[src/rtl/reg_file_param.sv]
// Parametrised SLC-3 register file: one write port, two combinational read ports,
// optional write-to-read bypass, per-register dirty bits and a one-register-per-cycle clear sweep.
module reg_file_param #(
    parameter int WIDTH  = 16,
    parameter int ADDR_W = 3,
    parameter int BYPASS = 1
) (
    input  logic                     Clk,
    input  logic                     Reset,
    input  logic                     LD_REG,
    input  logic [WIDTH-1:0]         BUS_val,
    input  logic [ADDR_W-1:0]        DR_val,
    input  logic [ADDR_W-1:0]        SR1_val,
    input  logic [ADDR_W-1:0]        SR2_val,
    input  logic                     Clear_Req,
    output logic [WIDTH-1:0]         SR1_Out,
    output logic [WIDTH-1:0]         SR2_Out,
    output logic                     Clear_Busy,
    output logic                     Drop_Flag,
    output logic [(1<<ADDR_W)-1:0]   Dirty
);

    localparam int NREGS = 1 << ADDR_W;

    typedef enum logic {
        IDLE,
        CLEAR
    } state_t;

    state_t            state;
    logic [ADDR_W-1:0] ptr;
    logic [WIDTH-1:0]  regs [NREGS];
    logic              bypass_ok;

    always_ff @(posedge Clk or posedge Reset) begin
        if (Reset) begin
            state     <= IDLE;
            ptr       <= '0;
            Drop_Flag <= 1'b0;
            Dirty     <= '0;
            for (int i = 0; i < NREGS; i++) begin
                regs[i] <= '0;
            end
        end else begin
            case (state)
                IDLE: begin
                    // A write in the same cycle as Clear_Req still lands; the sweep zeroes it later.
                    if (LD_REG) begin
                        regs[DR_val]  <= BUS_val;
                        Dirty[DR_val] <= 1'b1;
                    end
                    if (Clear_Req) begin
                        state     <= CLEAR;
                        ptr       <= '0;
                        Drop_Flag <= 1'b0;
                    end
                end
                CLEAR: begin
                    regs[ptr]  <= '0;
                    Dirty[ptr] <= 1'b0;
                    ptr        <= ptr + 1'b1;
                    if (LD_REG) begin
                        Drop_Flag <= 1'b1;
                    end
                    if (ptr == ADDR_W'(NREGS - 1)) begin
                        state <= IDLE;
                    end
                end
                default: state <= IDLE;
            endcase
        end
    end

    assign Clear_Busy = (state == CLEAR);

    // Bypass only applies when the write can actually happen, i.e. not while sweeping.
    assign bypass_ok = (BYPASS != 0) && (state == IDLE) && LD_REG;

    always_comb begin
        SR1_Out = regs[SR1_val];
        SR2_Out = regs[SR2_val];
        if (bypass_ok && (DR_val == SR1_val)) begin
            SR1_Out = BUS_val;
        end
        if (bypass_ok && (DR_val == SR2_val)) begin
            SR2_Out = BUS_val;
        end
    end

endmodule

[config.mk]
export PLATFORM = sky130hd
export DESIGN_NAME = reg_file_param
export DESIGN_NICKNAME = d
export VERILOG_FILES = /design/src/rtl/reg_file_param.sv
export SDC_FILE = /design/constraint.sdc
export NUM_CORES = 1
export LEC_CHECK = 0
export ABC_CLOCK_PERIOD_IN_PS = 5900
export CORE_MARGIN = 3
export CORE_UTILIZATION = 45
export CTS_BUF_LIST = sky130_fd_sc_hd__clkbuf_4 sky130_fd_sc_hd__clkbuf_8 sky130_fd_sc_hd__clkbuf_16
export DETAILED_ROUTE_END_ITERATION = 10
export GPL_TIMING_DRIVEN = 0
export PLACE_DENSITY = 0.77
export SLEW_MARGIN = 20
export SYNTH_ARGS = -nofsm -noshare
export SYNTH_HDL_FRONTEND = slang
export SYNTH_SLANG_ARGS = --single-unit
[constraint.sdc]
create_clock -name Clk -period 5.9 [get_ports Clk]
set_input_delay 1.18 -clock Clk [delete_from_list [all_inputs] [get_ports Clk]]
set_output_delay 1.18 -clock Clk [all_outputs]
set_load 0.05 [all_outputs]
Word-level counts from Yosys, hierarchy flattened
Cells that the tools add are included.
Widths: inputs -> output; s select.
- register bits: 141
- bits in latches: 0
- bits in writable memories: 0
- bits in read-only memories: 0
- input bits: 29
- output and inout port bits: 42
- word-level logic and storage cells: 76
- memories kept: 0
- $add $sub $neg: 1
- multipliers: 0
- divide/modulo/power cells: 0
- magnitude comparators: 10
- eq/ne operators: 6
- shift operators: 0
- mux-type cells: 29
- bitwise logic cells: 10
- reductions and logical operators: 8
- operators with widths (operator ; number):
    $pmux 128 s2 ; 1
    $and 128x128->128 ; 1
    $bwmux 128 ; 1
    $mux 128 ; 1
    $mux 16 ; 8
    $not 128->128 ; 1
    $bmux 16 s3 ; 2
    $demux 16 s3 ; 2
    $ge 4x4->1 const B ; 4
    $not 3->4 ; 4
    $pmux 8 s2 ; 1
    $and 8x8->8 ; 1
    $lt 3x4->1 const B ; 2
    $lt 4x1->1 const B ; 2
    $mux 8 ; 1
    $not 8->8 ; 1
    $or 8x8->8 ; 1
    $logic_and 1x1->1 ; 7
    $demux 1 s3 ; 2
    $eq 3x3->1 ; 2
    $ge 3x1->1 const B ; 2
    $mux 1 ; 6
    $ne 2x2->1 const B ; 3
    $pmux 3 s2 ; 1
    6 further kinds ; 7

Longest topological paths before layout
- word-level depth: 8
- depth in mapped cells: 7
- depth with buffers taken out: 4

Worst setup path after synthesis
No wires, ideal clock.
- kind: input-to-output
- start: input port SR2_val[2]
- end: output port SR2_Out[10]
- data arrival time: 2.879 ns
- data required time: 4.720 ns
- path slack: 1.841 ns
- cell stages on the path: 5
- buffers on the path: 2
- cells stage by stage: buf_2 > xnor2_1 > nand4_2 > buf_2 > mux2i_1
- word-level cells in the longest chain between the ends: 5
- elaborated cells between the ends (all ways): 7
- those cells by class: eq/ne: 1; mux: 4; bitwise: 1; reduce/logical: 1
- RTL lines (element ; line ; text):
    from (decl) ; 14 ; input logic [ADDR_W-1:0] SR2_val,
    $not 3->4 (not written as such) ; 81 ; SR2_Out = regs[SR2_val];
    $bmux 16 s3 ; 81 ;
    $mux 16 (not written as such) (2 in series) ; 81 ;
    $mux 16 (*) ; 85 ; if (bypass_ok && (DR_val == SR2_val)) begin
    to (decl) ; 17 ; output logic [WIDTH-1:0] SR2_Out,
Mark *: on every way between the ends. The rest lies on a longest branch, timed or not. The select of a mux whose other input is x is not followed.

Worst setup path in the final report
- start: input port LD_REG
- end: output port SR2_Out[6]
- word-level cells in the longest chain between the ends: 3
- RTL lines (element ; line ; text):
    from (decl) ; 10 ; input logic LD_REG,
    $logic_and 1x1->1 ; 77 ; assign bypass_ok = (BYPASS != 0) && (state == IDLE) && LD_REG;
    $logic_and 1x1->1 ; 85 ;
    $mux 16 ; 85 ;
No other way between the ends.

==> results <==
- The flow ran to the end, and the final reports show no timing, DRC or antenna violations.
- Summed over all layers, the global routing overflow is 0.
- Once the clock tree was built, the setup fixing pass inserted 0 buffers.
- The detail route stage leaves a number of antenna-violating nets equal to 0.
- For this run, the leading register cell type out of synthesis is sky130_fd_sc_hd__dfrtp_1.
- The total count of hold-check failures in the final report is 0.
- The worst-case hold slack is 0.480 ns.
- The routed wire length is 21.8 mm.
- The number of iterations in the first detailed-routing pass is 5.
- Subtracting the final worst setup slack from the clock period gives 5.06 ns.
- The number of filler instances in the final layout is 1,419.
- The H-tree was split into 4 levels.
- The number of antenna violations at the first check in global routing came to 0.
- Clock tree synthesis found a total of 141 sinks.
- The fraction of met2 tracks used by global routing is 36.4%.
- The starting DRC count in detailed routing is 620.
- The total global-route track usage is 23.1%.
- Setup repair after global routing left no endpoint under its margin.
- The post-cts sizing count is 0.
- The number of different library cells used by synthesis comes to 33.
- Row generation in the floorplan step produced 48 rows.
- The total clock buffers created by CTS is 17.
- The via count of the first global-routing pass was 6,130.
- The number of endpoints failing setup at the final stage is 0.
- The placed standard-cell area is 9050 um2.
- The static leakage power is 4.85 nW.
- The most frequent cell on the critical path is sky130_fd_sc_hd__clkdlybuf4s50_1.
- The max-slew violation total from the final report is 0.
- After detailed routing, the number of vias per cell comes to 5.93.
- The library cell used as clock root buffer is sky130_fd_sc_hd__clkbuf_16.
- In this run the tightest slew margin relative to its limit is 27.2%.
- The post-synthesis cell type with the largest combined area is sky130_fd_sc_hd__dfrtp_1.
- By count the netlist is led by 192 x sky130_fd_sc_hd__mux2i_1, 142 x sky130_fd_sc_hd__nand2_1, 141 x sky130_fd_sc_hd__dfrtp_1, 64 x sky130_fd_sc_hd__mux4_2, 28 x sky130_fd_sc_hd__buf_2.
- The most repeated cell in the gate-level netlist after synthesis is sky130_fd_sc_hd__mux2i_1.
- The register bit count reported by yosys is 141.
- The worst hold path belongs to the class reg -> reg.
- Yosys mapped a number of flops with a built-in enable equal to 0.
- The initial utilization of the core area, before any placement, comes to 46.4%.
- After global routing, the most crowded layer is met2.
- In this run the count of I/O pins placed on the die edge is 71.
- The core footprint is 17,500 um2.
- Yosys attributes the largest share of cell area to sky130_fd_sc_hd__dfrtp_1 43%, sky130_fd_sc_hd__mux2i_1 24%, sky130_fd_sc_hd__mux4_2 18%, sky130_fd_sc_hd__nand2_1 6.6%, sky130_fd_sc_hd__buf_2 1.7%.
- In this design, the stage delay of the slowest critical-path cell is 0.85 ns.
- The die height is 140 um.
- The critical path is of the in -> out type.
- The aggregate negative setup slack is 0 ns.
- The max-capacitance violation count is 0.
- The post-route netlist has 18.7% of its cells at a drive strength greater than 1.
- Compared with the post-synthesis result, the final layout area differs by 19.9%.
- The number of hold-repair buffers added at the cts stage is 0.
- The area of the die is 19,700 um2.
- At the end of routability-driven placement, the weighted congestion stood at 0.797.
- The first global-routing pass estimated 34.8 mm of wire.
- For this run, the number of Yosys warnings is 0.
- The setup slack after placement is 0.840 ns.
- In the global route stage, met3 resource usage came out at 6.32%.
- The maximum frequency from static timing analysis is 198 MHz.
- The element type at the critical path start is an input pin.
- The later-pin clock latency in the skew report is 0.44 ns.
- The fraction of synthesis flops using an asynchronous set or reset pin is 100%.
- The cell total after placement is 943.
- The netlist area before placement is 8120 um2.
- The average instance area after synthesis is 12.4 um2.
- The highest net fanout along the worst path is 10.
- The DRC violation count after routing is 0.
- Summing the sequential cell areas from Yosys gives 43.5% of the chip area.
- The number of nets in the synthesized netlist is 686.
- 0 antenna diodes ended up in the layout.
- The total power is 4.65 mW.
- In this run the deepest clock path goes through 2 buffers.
- The least setup slack across all paths after layout is 0.845 ns.
- The clock skew after layout is 0.0147 ns.
- Across all layers, the routed design uses 5,778 vias.
- TritonCTS built the clock tree.
- Once layout is complete, the cells apart from fillers number 975.
- The floorplan step set the die width to 140 um.
- The detailed placer's ending HPWL is 14.2 mm.
- At the worst endpoint, the required time is 4.72 ns.
- The cell with the largest stage delay on the worst path is sky130_fd_sc_hd__clkdlybuf4s50_1.
- The utilization after layout is 55.7%.
- The clock transition at the registers of the reported paths is 0.06 ns.
- In the final design database the tool counted 768 nets.
- The met1 layer usage reported by global route is 31.5%.
- The synthesized instance count is 655.
- The actual slew at the worst max-slew pin is 1.09 ns.
- Entering global routing, the biggest net connects 105 pins.
- During placement, the flow inserted port buffers numbering 62.
- The total power density per cell area is 478 nW/um2.
- Dividing the final minimum period by the clock period gives 85.7%.
- After routing the design area is 9730 um2.
- The worst-case IR drop observed on VDD is 0.258 mV.
- In the final routed layout, each cell accounts on average for 22.3 um.
- The worst setup path is captured at an output port.
- The data arrival time of the worst path is 3.88 ns.
- After synthesis, the largest area contributor takes up 43.5% of total cell area.
- The signal on the critical path passes through clkdlybuf4s50_1, nor2b_1, nand4_2, buf_2, mux2i_1, clkdlybuf4s50_1.
## flip-flops by register name, indices dropped and copies added, names as in the netlist
signal      count
regs          128
Dirty           8
ptr             3
Drop_Flag       1
Clear_Busy      1
## routing by layer
metal	vias up	part of all wire, %	wire length [um]
met4	0	1.9	416
met1	2965	43	9300
met2	257	47	10300
li1	2521	-	-
met5	-	0	0
met3	35	8.0	1740
## final cells by class
type	count	area, um2	share of cell area, %
buffer	55	287	2.94
clock inverter	11	213	2.19
tap	225	282	2.89
inverter	18	75.1	0.772
clock buffer	21	462	4.75
sequential	141	3530	36.3
multi-input combinational	441	4240	43.5
timing repair buffer	63	648	6.66
## power by group
part / switching (mW) / total (mW) / leakage [nW] / internal, mW
Sequential: 0.262 / 1.58 / 1.92 / 1.32
Combinational: 1.08 / 1.83 / 2.60 / 0.757
Clock: 0.419 / 1.24 / 0.336 / 0.817
## worst max-delay path, delay by kind of cell
kind | cells | cell delay (ns)
buf+inv | 3 | 1.81
simple gates | 2 | 0.60
mux | 1 | 0.27
## cell usage in the layout, fill, tap and decap left out, types with 3 or more instances in the layout
master                            count
sky130_fd_sc_hd__a21o_1               3
sky130_fd_sc_hd__clkbuf_16           17
sky130_fd_sc_hd__clkbuf_1            17
sky130_fd_sc_hd__mux4_2              64
sky130_fd_sc_hd__clkinv_1            16
sky130_fd_sc_hd__nand2b_1             3
sky130_fd_sc_hd__buf_2               28
sky130_fd_sc_hd__xnor2_1              6
sky130_fd_sc_hd__mux2i_1            192
sky130_fd_sc_hd__dfrtp_1            141
sky130_fd_sc_hd__clkdlybuf4s50_1     62
sky130_fd_sc_hd__nand4b_1             3
sky130_fd_sc_hd__nand2_1            142
sky130_fd_sc_hd__buf_4                5
sky130_fd_sc_hd__bufinv_16            6
sky130_fd_sc_hd__clkinv_2             3
sky130_fd_sc_hd__clkbuf_4             3
sky130_fd_sc_hd__nand4bb_1            3
sky130_fd_sc_hd__o21ai_0              4
## logic make-up after synthesis
group | Yosys count | synth area share, %
flip-flops | 141 | 43.5
buffers and inverters | 73 | 4.36
multiplexers | 257 | 41.6
XOR/XNOR | 6 | 0.647
adder cells (fa/ha/maj) | 2 | 0.308
AO/OA/AOI/OAI | 8 | 0.586
AND/OR/NAND/NOR | 168 | 9.06
## path summary, 6_finish.rpt
check                            from          to  slack, ns  cells after the start
max reg2reg                Clear_Busy    regs[68]       3.73                      6
min in group asynchronous       Reset    regs[45]       1.13                      2
max                            LD_REG  SR2_Out[6]       0.85                      6
min                          Dirty[5]    Dirty[5]       0.48                      1
min reg2reg                  Dirty[5]    Dirty[5]       0.48                      1
max in group asynchronous       Reset    regs[98]       3.98                      3
Note: power is estimated with default switching activity, not from simulation.
==> RTL change 1, RTL diff (same flow settings) <==
The parameter `WIDTH` goes from 16 to 32.
--- a/src/rtl/reg_file_param.sv
+++ b/src/rtl/reg_file_param.sv
@@ -1,7 +1,7 @@
 // Parametrised SLC-3 register file: one write port, two combinational read ports,
 // optional write-to-read bypass, per-register dirty bits and a one-register-per-cycle clear sweep.
 module reg_file_param #(
-    parameter int WIDTH  = 16,
+    parameter int WIDTH  = 32,
     parameter int ADDR_W = 3,
     parameter int BYPASS = 1
 ) (
Interface: changed (resized BUS_val, SR1_Out and SR2_Out); port bits go from 71 to 119. No check against the original RTL was run, so the function may have changed too.
==> RTL change 1 against the unedited design <==
- critical path depth unchanged
- power increased by 79%
- cell area increased by 89%
- sequential cell count increased by 128
- wire length increased by 110%
- worst setup slack got worse by 0.12 ns
- critical endpoint is now SR1_Out[30]
- global-route usage increased by 2.2 points
- critical path type unchanged
- synthesized area increased by 91%
==> RTL change 1: results (changes against the unedited design) <==
[layout]
reg_top3 = regs x256, Dirty x8, ptr x3  ; was regs x128, Dirty x8, ptr x3
nNetsFinal = 1432  ; was 768
nFillCells = 2785  ; was 1,419

[logic_synthesis]
yosys.area_share.xor_xnor = 0.00338  ; was 0.00647
ys_types = 31  ; was 33
yosys-top-cells-count = 385 x mux2i_1, 269 x dfrtp_1, 269 x nand2_1, 128 x mux4_2, 34 x buf_2  ; was 192 x mux2i_1, 142 x nand2_1, 141 x dfrtp_1, 64 x mux4_2, 28 x buf_2
synth_area_leaders = dfrtp_1 43%, mux2i_1 25%, mux4_2 19%, nand2_1 6.5%, buf_4 1.5%  ; was dfrtp_1 43%, mux2i_1 24%, mux4_2 18%, nand2_1 6.6%, buf_2 1.7%
yosys-mux-area-fraction = 0.433  ; was 0.416
synth-adder-area-share = 0.00161  ; was 0.00308
synth_fp_nets = 1281  ; was 686
synth_compound_area_frac = 0.00306  ; was 0.00586

[setup_path]
r2r_start = ptr[1]  ; was Clear_Busy
rrSetupSlack_ns = 3.71  ; was 3.73 ns
critPathArrivalTime_ns = 4.00  ; was 3.88 ns
r2r_cells = 6  ; unchanged
max_stage_delay_ns = 0.87  ; was 0.85 ns
reg2reg_to = regs[220]  ; was regs[68]

[clock_tree]
clk_latency_ns = 0.56  ; was 0.44 ns
ctsLongestPathBuffers = 3  ; was 2
cts_buffers = 30  ; was 17
htreeDepth = 1  ; was 4

[route]
drt_iter0_markers = 1009  ; was 620
viasPerCell = 6.06  ; was 5.93
wl_per_cell_um = 24.7  ; was 22.3 um

[placement]
place.gp.congestion = 0.846  ; was 0.797
place_area_mm2 = 0.0174  ; was 0.00905 mm^2
dp_worst_setup_slack_ns = 0.800  ; was 0.840 ns
io_buffers = 110  ; was 62
dp_hpwl_um = 30300  ; was 14,200 um

[grt]
grt_pass1_vias = 11900  ; was 6,130
grt_max_degree = 35  ; was 105
grt_pass1_wl_um = 71000  ; was 34,800 um
grt.total_usage = 0.253  ; was 0.231

[power_and_ir_drop]
power.leakage_nw = 9.19  ; was 4.85 nW
vdd_drop_max_v = 0.000370  ; was 0.000258 V

[sta]
hold_slack_ns = 0.485  ; was 0.480 ns
fin_worst_skew_ns = 0.0106  ; was 0.0147 ns
worst_pin_slew_ns = 1.11  ; was 1.09 ns

[run_status]
status = finished clean  ; unchanged

-- RTL change 1: cell families after synthesis --
group           Yosys count
fa+ha+maj                 2
mux                     513
simple gates            297
xor+xnor                  6
buf+inv                 139
compound gates            8
flops                   269
-- RTL change 1: through the flow --
stage	TNS, ns	util	instances
after floorplan	0	-	1234
after global placement	-225.02	0.509	1792
after detailed placement	0	0.515	1801
after CTS	0	0.543	1851
after global routing	0	0.543	1851
final	0	0.543	1851
-- RTL change 1: routing by layer --
layer / wire [um] / part of all wire / up-vias / GRT usage
met1: 18800 / 0.41 / 5781 / 0.350
met5: 0 / 0 / - / 0
li1: - / - / 4754 / -
met2: 21100 / 0.46 / 550 / 0.392
met3: 3920 / 0.086 / 126 / 0.0542
met4: 1780 / 0.039 / 0 / 0.0977
-- RTL change 1: how the worst max path moves through the flow --
stage	depth (start not counted)	slack, ns	from	to
floorplan	1	1.17	Reset	Clear_Busy
detailed placement	6	0.80	LD_REG	SR1_Out[30]
global placement	2	-0.85	Reset	regs[206]
global route	6	0.68	LD_REG	SR2_Out[30]
finish	6	0.72	LD_REG	SR1_Out[30]
CTS	6	0.79	LD_REG	SR2_Out[30]
-- RTL change 1: cell type report --
cell class                 count  area share
inverter                      34     0.00716
timing repair buffer         119      0.0707
tap                          448      0.0306
sequential                   269       0.367
clock inverter                 4     0.00307
buffer                       105      0.0330
multi-input combinational    826       0.440
clock buffer                  46      0.0482
-- RTL change 1: power groups by stage --
stage	sequential, mW	clock [mW]	combinational, mW
6_report	3.02	1.82	3.47
5_1_grt	3.10	1.91	3.71
4_1_cts	3.00	1.84	3.47
3_5_place_dp	3.02	0	3.45
3_3_place_gp	2.95	0	3.35
2_1_floorplan	2.95	0	2.37
-- RTL change 1: worst register-to-register path: stages (launching register included) --
cell and delay (ns):
dfrtp_1 0.34, buf_2 0.18, nand4bb_1 0.15, clkbuf_1 0.39
clkbuf_1 0.60, nand2_1 0.20, mux2i_1 0.22
==> RTL change 2, RTL diff (config.mk and constraints unchanged) <==
Made on the original files. Reset style: synchronous (`Reset`), changed in one clocked block.
--- a/src/rtl/reg_file_param.sv
+++ b/src/rtl/reg_file_param.sv
@@ -32,7 +32,7 @@
     logic [WIDTH-1:0]  regs [NREGS];
     logic              bypass_ok;
 
-    always_ff @(posedge Clk or posedge Reset) begin
+    always_ff @(posedge Clk) begin
         if (Reset) begin
             state     <= IDLE;
             ptr       <= '0;
Formal check against the unedited RTL: differs if Reset is asserted again (counterexample within 4 cycles, from zero or initial values and one cycle with Reset high); with Reset held inactive, the same outputs for 4 cycles.
==> RTL change 2 against the unedited design <==
- via count grew 2.0%
- largest cell class is now registers
- first-iteration DRC count increased by 16%
- wire length increased by 10%
- clock skew fell by 0.0082 ns
- worst setup slack got worse by 0.15 ns
- cell area is essentially flat
- synthesized cell count down 16%
- critical path type unchanged
- sequential cell count unchanged
- synthesized area shrank 0.42%
Power is not compared: it rests on default switching activity, and its combinational part moved more than twofold at a synthesized area within 25%.
==> RTL change 2: results (changes against the unedited design) <==
[logic_synthesis]
seq_area_frac_synth = 0.508  ; was 0.435
synth_edf_count = 128  ; was 0
synth_compound_area_frac = 0.0272  ; was 0.00586
ys_types = 34  ; was 33
yosys-mux-area-fraction = 0.304  ; was 0.416
synth_area_leaders = edfxtp_1 48%, mux4_1 20%, nor3_1 7.9%, mux2_2 7.5%, dfxtp_1 3.2%  ; was dfrtp_1 43%, mux2i_1 24%, mux4_2 18%, nand2_1 6.6%, buf_2 1.7%
synth-adder-area-share = 0.00310  ; was 0.00308
yosys-top-cells-count = 128 x edfxtp_1, 128 x nor3_1, 60 x mux4_1, 54 x mux2_2, 33 x clkbuf_1  ; was 192 x mux2i_1, 142 x nand2_1, 141 x dfrtp_1, 64 x mux4_2, 28 x buf_2
synthFlopType = edfxtp_1  ; was dfrtp_1
yosysWarningCount = 0  ; unchanged
synth_fp_nets = 583  ; was 686
async_flop_share = 0  ; was 1.00
yosys.area_share.xor_xnor = 0.00650  ; was 0.00647

[setup_path]
critPathArrivalTime_ns = 4.03  ; was 3.88 ns
slowest_stage = clkdlybuf4s50_1  ; unchanged
max_stage_delay_ns = 0.80  ; was 0.85 ns

[placement]
dp_hpwl_um = 16000  ; was 14,200 um
place.gp.congestion = 0.870  ; was 0.797

[grt]
grt_max_degree = 17  ; was 105
grt_pass1_wl_um = 35300  ; was 34,800 um
grt_pass1_vias = 5953  ; was 6,130
met1_usage = 0.306  ; was 0.315
grtUsageMet2 = 0.404  ; was 0.364
grt.total_usage = 0.243  ; was 0.231
use_met3 = 0.0505  ; was 0.0632

[route]
viasPerCell = 6.71  ; was 5.93
first_pass_iters = 6  ; was 5
wl_per_cell_um = 27.4  ; was 22.3 um
drt_iter0_markers = 718  ; was 620

[power_and_ir_drop]
p_sw_mw = 0.775
vdd_drop_max_v = 0.000214

[layout]
nNetsFinal = 672  ; was 768
layout-drive-gt1-share = 0.214  ; was 0.187

[run_status]
status = finished clean  ; unchanged

[clock_tree]
clkSlewWorstSetupHoldPaths_ns = 0.06  ; about the same
clk_latency_ns = 0.42  ; was 0.44 ns
cts.sink_count = 141  ; unchanged
ctsLongestPathBuffers = 2  ; unchanged

[sta]
fin_worst_skew_ns = 0.00644  ; was 0.0147 ns
relSlewSlack = 0.385  ; was 0.272

[worst_hold_path]
hp-class = reg -> reg  ; unchanged

-- RTL change 2: final timing paths --
path | startpoint | endpoint | slack, ns | depth (start not counted)
worst min-delay path | Dirty[7] | Dirty[7] | 0.49 | 2
worst max-delay path | LD_REG | SR2_Out[12] | 0.69 | 6
worst max register to register | Clear_Busy | regs[6][14] | 2.90 | 7
worst min register to register | Dirty[7] | Dirty[7] | 0.49 | 2
-- RTL change 2: layer usage --
metal | up-vias | wire (um)
met5 | - | 0
met4 | 0 | 1030
met3 | 86 | 2700
met2 | 442 | 11800
met1 | 2915 | 8510
li1 | 2450 | -
-- RTL change 2: logic make-up after synthesis --
family | after synthesis
and+or+nand+nor | 178
AOI/OAI and AO/OA | 34
buffers and inverters | 60
DFF | 141
adders and majority gates | 2
xor gates and xnor gates | 6
muxes | 131
-- RTL change 2: per-stage QoR --
| step | instance area (um^2) | std cells | setup WS (ns) | hold WS [ns] |
|---|---|---|---|---|
| floorplan | 8080 | 552 | 2.08 | 0.569 |
| global placement | 8990 | 839 | 0.743 | 0.473 |
| detailed placement | 9130 | 847 | 0.697 | 0.477 |
| CTS | 9740 | 878 | 0.676 | 0.488 |
| global route | 9740 | 878 | 0.519 | 0.524 |
| finish | 9740 | 878 | 0.692 | 0.486 |
-- RTL change 2: cell type report --
type	instances	area (um^2)
buffer	59	312
tap	225	282
timing repair buffer	70	733
clock inverter	13	174
inverter	1	3.75
multi-input combinational	351	3690
sequential	141	4100
clock buffer	18	433
fill	1344	7680
-- RTL change 2: tightest hold or removal path, delay by kind of cell, from the launching register on --
kind	cells	cell delay [ns]
flip-flops	1	0.31
AO/OA/AOI/OAI	2	0.12
